--- src/rtl/maze_pkg.sv ---
// maze_pkg: shared definitions for the wall-following maze walker.
//   dir_t      - 2-bit heading, N=0, E=1, S=2, W=3
//   state_t    - walker FSM state code
//   turn_cw    - rotate heading clockwise (N->E->S->W->N)
//   turn_ccw   - rotate heading counter-clockwise
package maze_pkg;

    typedef logic [1:0] dir_t;

    localparam dir_t DIR_N = 2'd0;
    localparam dir_t DIR_E = 2'd1;
    localparam dir_t DIR_S = 2'd2;
    localparam dir_t DIR_W = 2'd3;

    typedef logic [2:0] state_t;

    localparam state_t ST_IDLE  = 3'd0;
    localparam state_t ST_MARK  = 3'd1;
    localparam state_t ST_PROBE = 3'd2;
    localparam state_t ST_EVAL  = 3'd3;
    localparam state_t ST_MOVE  = 3'd4;
    localparam state_t ST_DONE  = 3'd5;
    localparam state_t ST_FAIL  = 3'd6;

    function automatic dir_t turn_cw(input dir_t d);
        return d + 2'd1;
    endfunction

    function automatic dir_t turn_ccw(input dir_t d);
        return d - 2'd1;
    endfunction

endpackage

--- src/rtl/maze_nav.sv ---
// maze_nav: combinational neighbour / boundary logic.
//   cur_row, cur_col : current cell
//   dir              : heading whose neighbour is wanted
//   nbr_row, nbr_col : neighbour of the current cell in dir
//   at_boundary      : current cell lies on the outer ring of the maze
module maze_nav
    import maze_pkg::*;
#(
    parameter int MAZE_WIDTH = 6,
    parameter int MAZE_ROWS  = 64,
    parameter int MAZE_COLS  = 64
) (
    input  logic [MAZE_WIDTH-1:0] cur_row,
    input  logic [MAZE_WIDTH-1:0] cur_col,
    input  logic [1:0]            dir,
    output logic [MAZE_WIDTH-1:0] nbr_row,
    output logic [MAZE_WIDTH-1:0] nbr_col,
    output logic                  at_boundary
);

    localparam logic [MAZE_WIDTH-1:0] ONE      = MAZE_WIDTH'(1);
    localparam logic [MAZE_WIDTH-1:0] LAST_ROW = MAZE_WIDTH'(MAZE_ROWS - 1);
    localparam logic [MAZE_WIDTH-1:0] LAST_COL = MAZE_WIDTH'(MAZE_COLS - 1);

    // Wrap-around is harmless: the walker never probes from a boundary cell.
    always_comb begin
        nbr_row = cur_row;
        nbr_col = cur_col;
        case (dir)
            DIR_N:   nbr_row = cur_row - ONE;
            DIR_E:   nbr_col = cur_col + ONE;
            DIR_S:   nbr_row = cur_row + ONE;
            default: nbr_col = cur_col - ONE;
        endcase
    end

    assign at_boundary = (cur_row == '0) || (cur_row == LAST_ROW) ||
                         (cur_col == '0) || (cur_col == LAST_COL);

endmodule

--- src/rtl/maze_walker.sv ---
// maze_walker: wall-following maze solver on a synchronous 1-bit maze RAM.
//   clk, rst_n            : clock, async active-low reset
//   start                 : begin a walk (ignored while busy)
//   starting_row/col/dir  : start cell and heading, sampled with start
//   maze_in               : cell content (1 = wall), valid the cycle after maze_oe
//   row, col              : registered cell address for the RAM
//   maze_oe, maze_we      : one-cycle read / visited-mark strobes
//   busy, done, fail      : walk in progress / exit reached / enclosed or step limit
//   step_count            : moves completed in the current walk (saturating)
module maze_walker
    import maze_pkg::*;
#(
    parameter int MAZE_WIDTH = 6,
    parameter int MAZE_ROWS  = 64,
    parameter int MAZE_COLS  = 64,
    parameter int HAND       = 0,
    parameter int MAX_STEPS  = 4096,
    parameter int STEP_W     = 16
) (
    input  logic                  clk,
    input  logic                  rst_n,
    input  logic                  start,
    input  logic [MAZE_WIDTH-1:0] starting_row,
    input  logic [MAZE_WIDTH-1:0] starting_col,
    input  logic [1:0]            starting_dir,
    input  logic                  maze_in,
    output logic [MAZE_WIDTH-1:0] row,
    output logic [MAZE_WIDTH-1:0] col,
    output logic                  maze_oe,
    output logic                  maze_we,
    output logic                  busy,
    output logic                  done,
    output logic                  fail,
    output logic [STEP_W-1:0]     step_count
);

    localparam logic [STEP_W-1:0] MAX_C = STEP_W'(MAX_STEPS);

    function automatic dir_t toward(input dir_t d);
        return (HAND == 0) ? turn_cw(d) : turn_ccw(d);
    endfunction

    function automatic dir_t away(input dir_t d);
        return (HAND == 0) ? turn_ccw(d) : turn_cw(d);
    endfunction

    state_t                  state;
    logic [MAZE_WIDTH-1:0]   cur_row, cur_col;
    dir_t                    dir, cand_dir, nxt_cand;
    logic [1:0]              tries;
    logic [MAZE_WIDTH-1:0]   nbr_row, nbr_col;
    logic                    at_boundary;

    // Heading of the probe issued on the next edge; the RAM address is
    // registered, so the neighbour is computed one cycle ahead of PROBE.
    always_comb begin
        nxt_cand = cand_dir;
        case (state)
            ST_MARK, ST_MOVE: nxt_cand = toward(dir);
            ST_EVAL:          nxt_cand = away(cand_dir);
            default:          nxt_cand = cand_dir;
        endcase
    end

    maze_nav #(
        .MAZE_WIDTH (MAZE_WIDTH),
        .MAZE_ROWS  (MAZE_ROWS),
        .MAZE_COLS  (MAZE_COLS)
    ) u_nav (
        .cur_row     (cur_row),
        .cur_col     (cur_col),
        .dir         (nxt_cand),
        .nbr_row     (nbr_row),
        .nbr_col     (nbr_col),
        .at_boundary (at_boundary)
    );

    always_ff @(posedge clk or negedge rst_n) begin
        if (!rst_n) begin
            state      <= ST_IDLE;
            cur_row    <= '0;
            cur_col    <= '0;
            dir        <= DIR_N;
            cand_dir   <= DIR_N;
            tries      <= '0;
            row        <= '0;
            col        <= '0;
            maze_oe    <= 1'b0;
            maze_we    <= 1'b0;
            busy       <= 1'b0;
            done       <= 1'b0;
            fail       <= 1'b0;
            step_count <= '0;
        end else begin
            maze_oe <= 1'b0;
            maze_we <= 1'b0;
            case (state)
                ST_MARK, ST_MOVE: begin
                    if (at_boundary) begin
                        state <= ST_DONE;
                        done  <= 1'b1;
                        busy  <= 1'b0;
                    end else if (state == ST_MOVE && step_count == MAX_C) begin
                        state <= ST_FAIL;
                        fail  <= 1'b1;
                        busy  <= 1'b0;
                    end else begin
                        cand_dir <= nxt_cand;
                        tries    <= '0;
                        maze_oe  <= 1'b1;
                        row      <= nbr_row;
                        col      <= nbr_col;
                        state    <= ST_PROBE;
                    end
                end
                ST_PROBE: state <= ST_EVAL;
                ST_EVAL: begin
                    if (!maze_in) begin
                        // row/col still hold the probed neighbour: it is the new cell.
                        cur_row <= row;
                        cur_col <= col;
                        dir     <= cand_dir;
                        if (step_count != '1)
                            step_count <= step_count + STEP_W'(1);
                        maze_we <= 1'b1;
                        state   <= ST_MOVE;
                    end else if (tries != 2'd3) begin
                        cand_dir <= nxt_cand;
                        tries    <= tries + 2'd1;
                        maze_oe  <= 1'b1;
                        row      <= nbr_row;
                        col      <= nbr_col;
                        state    <= ST_PROBE;
                    end else begin
                        state <= ST_FAIL;
                        fail  <= 1'b1;
                        busy  <= 1'b0;
                    end
                end
                default: begin
                    // IDLE, DONE, FAIL all accept a new walk.
                    if (start) begin
                        cur_row    <= starting_row;
                        cur_col    <= starting_col;
                        dir        <= starting_dir;
                        tries      <= '0;
                        step_count <= '0;
                        done       <= 1'b0;
                        fail       <= 1'b0;
                        busy       <= 1'b1;
                        maze_we    <= 1'b1;
                        row        <= starting_row;
                        col        <= starting_col;
                        state      <= ST_MARK;
                    end
                end
            endcase
        end
    end

endmodule

--- config.mk ---
export PLATFORM = sky130hd
export DESIGN_NAME = maze_walker
export DESIGN_NICKNAME = d
export VERILOG_FILES = /design/src/rtl/maze_pkg.sv /design/src/rtl/maze_nav.sv /design/src/rtl/maze_walker.sv
export SDC_FILE = /design/constraint.sdc
export NUM_CORES = 1
export LEC_CHECK = 0
export ABC_AREA = 0
export CORE_ASPECT_RATIO = 1.1
export CORE_MARGIN = 5
export CORE_UTILIZATION = 45
export DETAILED_ROUTE_END_ITERATION = 7
export GPL_ROUTABILITY_DRIVEN = 0
export PLACE_DENSITY = 0.66
export SLEW_MARGIN = 20
export SYNTH_ARGS = -nofsm -noshare
export SYNTH_HDL_FRONTEND = slang
export SYNTH_SLANG_ARGS = --single-unit
--- constraint.sdc ---
create_clock -name clk -period 3.8 [get_ports clk]
set_input_delay 0.95 -clock clk [delete_from_list [all_inputs] [get_ports clk]]
set_output_delay 0.95 -clock clk [all_outputs]
set_load 0.02 [all_outputs]
==> out/results.txt <==
hpwl dp: 6.01 mm
first-pass GRT wire length: 13.9 mm
Max Clock Skew: 0.0120 ns
Routed Antenna Nets: 0
most common cell after layout, fill and taps aside: nand2_1
Net Sw Power: 1950 µW
die outline area: 9300 µm²
minimum clock period: 3.42 ns
PD cells: 997 nW/µm²
Critical Path AT: 3.61 ns
Post-Synthesis Cells: 385
combinational power share: 65.6%
Startpoint Class: flip-flop
Tcrit/Tclk final: 90.1%
Area growth, synth to finish: 20.9%
area leader, netlist: dfrtp_1
Leak: 0.00169 µW
Post-Place Cell Area: 3970 µm²
global route overflow: 0
initial antenna violation count: 0
CTS tree: yes
Netlist Area Pre-Place: 3360 µm²
Req. time, crit path: 3.99 ns
routed vias: 2934
Final Net Count: 469
Hold-fix buffers, CTS: 0
Synthesis Warnings: 0
post-synth top area share: 40.2%
DRC: 0
Setup Buffers After CTS: 0
Flop pwr share: 25.9%
Syn Area/Cell: 8.73 µm²
Worst Hold Class: flip-flop to flip-flop
Skew-Pair Late Insertion Delay: 0.31 ns
Die Ht: 101 µm
vias in the first global route: 2898
drt first pass iters: 4
Synth Register Bits: 54
fin area: 4060 µm²
H-tree depth: 2
CTS root buffer: clkbuf_8
Syn Nets: 416
Core Area: 7350 µm²
Final setup viols: 0
Rows: 33
Async S/R FF share, synth: 100%
Pint: 2100 µW
Initial Util: 45.7%
First DRT Iteration DRCs: 100
maxcap violations: 0
Worst Setup End Kind: flip-flop
routed wire length per instance: 15.4 µm
status: completed
largest net degree at the start of global routing: 32
CP Class: flip-flop to flip-flop
setup tns final: 0 ns
Slew HR: 62.8%
clk slew on worst S/H paths: 0.10 ns
Post-Synth Simple-Gate Area: 23.6%
Area contributors post-synth: dfrtp_1, nand2_1, nor2_1
Post-Route WL: 8.12 mm
CP Max Fanout: 14
final core occ: 55.3%
Seq/Total Area, Yosys: 40.2%
Port-buffer cells: 50
post-synthesis compound-gate area fraction: 18.9%
mux contribution to synthesized area: 2.09%
antenna cell count: 0
Peak supply drop: 0.466 mV
Adder-Cell Fraction of Synth Area: 5.29%
Hold Vio Cnt, Final: 0
IO Pins: 51
Worst Tran Pin Value: 0.558 ns
CTS buffer count: 5
Clk network pwr share: 8.4%
unrepaired setup endpoints after global routing: no
Yosys cell types: 59
total global-route track usage: 18.4%
Clock Path Buffers: 2
vias per inst: 5.58
share of cells above drive strength 1: 9.34%
most frequent cells in the layout: nand2_1, nor2_1, dfrtp_1
Fmax: 292 MHz
Sw Share: 48.1%
largest family of logic cells by synthesized area: simple AND/OR/NAND/NOR gates
Main synth FF type: dfrtp_1
Horiz. Die Dim: 92.4 µm
max-slew violations: 0
number of enable flip-flop cells after synthesis: 0
post-synthesis xor/xnor area fraction: 6.48%
CTS resizes: 0
CTS sink count: 54
[path summary, 6_finish.rpt]
check	startpoint	endpoint	slack, ns	depth (start not counted)
max in group asynchronous	rst_n	cur_col[1]	2.35	2
worst min register to register	done	done	0.49	2
worst max register to register	state[0]	row[5]	0.38	13
worst max-delay path	state[0]	row[5]	0.38	13
min in group asynchronous	rst_n	step_count[7]	0.61	1
worst min-delay path	done	done	0.49	2
[area by class of cell]
class,count,area [µm²]
fill,705,3290
sequential,54,1350
multi-input combinational,307,1890
timing repair buffer,62,586
inverter,8,30.0
clock inverter,2,12.5
tap,87,109
clock buffer,6,82.6
[flip-flops by register name, indices dropped and copies added (netlist names)]
register	cells
dir	2
maze_oe	1
step_count	16
done	1
state	3
fail	1
row	6
cur_row	6
tries	2
cand_dir	2
maze_we	1
col	6
busy	1
cur_col	6
[critical path: stages, from the launching register on]
cell	delay [ns]
dfrtp_1	0.66
xor2_2	0.31
mux2i_1	0.33
a21oi_4	0.11
buf_4	0.21
or2_2	0.34
ha_1	0.31
a211oi_1	0.24
o21bai_1	0.11
a21oi_1	0.19
xor2_1	0.08
nor2_1	0.13
mux2i_1	0.19
o211ai_1	0.10
[kinds of logic after synthesis]
logic type	Yosys count
compound gates	93
mux	7
simple gates	170
buf+inv	24
xor+xnor	24
fa+ha+maj	13
flops	54
[per-stage QoR]
step	hold WS [ns]	setup slack [ns]	instances	total power, µW
2_1_floorplan	0.463	0.732	385	3000
3_3_place_gp	0.469	0.528	518	3650
3_5_place_dp	0.472	0.429	518	3730
4_1_cts	0.495	0.386	526	4080
5_1_grt	0.516	0.0944	526	4440
6_report	0.489	0.376	526	4050
[synth_stat cells (2+ instances only)]
library cell / n
a211oi_1: 6
a21o_1: 5
a21oi_1: 18
a21oi_4: 2
a31oi_1: 15
and2_1: 2
and4_1: 2
buf_2: 3
buf_4: 2
buf_6: 2
clkbuf_1: 9
dfrtp_1: 54
fa_1: 2
ha_1: 11
inv_1: 7
mux2i_1: 7
nand2_1: 68
nand2b_1: 2
nand3_1: 6
nand4_1: 7
nor2_1: 54
nor2b_1: 2
nor3_1: 7
nor3_2: 2
nor3b_1: 2
nor3b_2: 2
nor4_1: 4
o211ai_1: 2
o21ai_0: 25
o21ai_1: 3
o21bai_1: 2
or2_2: 2
xnor2_1: 11
xor2_1: 12
[layer usage]
layer | vias up | global-route usage, % | wire length [µm]
li1 | 1454 | - | -
met1 | 1416 | 23.2 | 3610
met2 | 57 | 32.5 | 4100
met3 | 7 | 2.84 | 302
met4 | 0 | 5.49 | 97
met5 | - | 0 | 0
[power by group through the flow]
stage               Combinational, µW  Sequential (µW)  Clock, µW
floorplan                        1900             1100          0
global placement                 2590             1050          0
detailed placement               2670             1060          0
CTS                              2680             1050        352
global route                     2960             1100        381
finish                           2660             1050        341
Note: power is estimated with default switching activity, not from simulation.
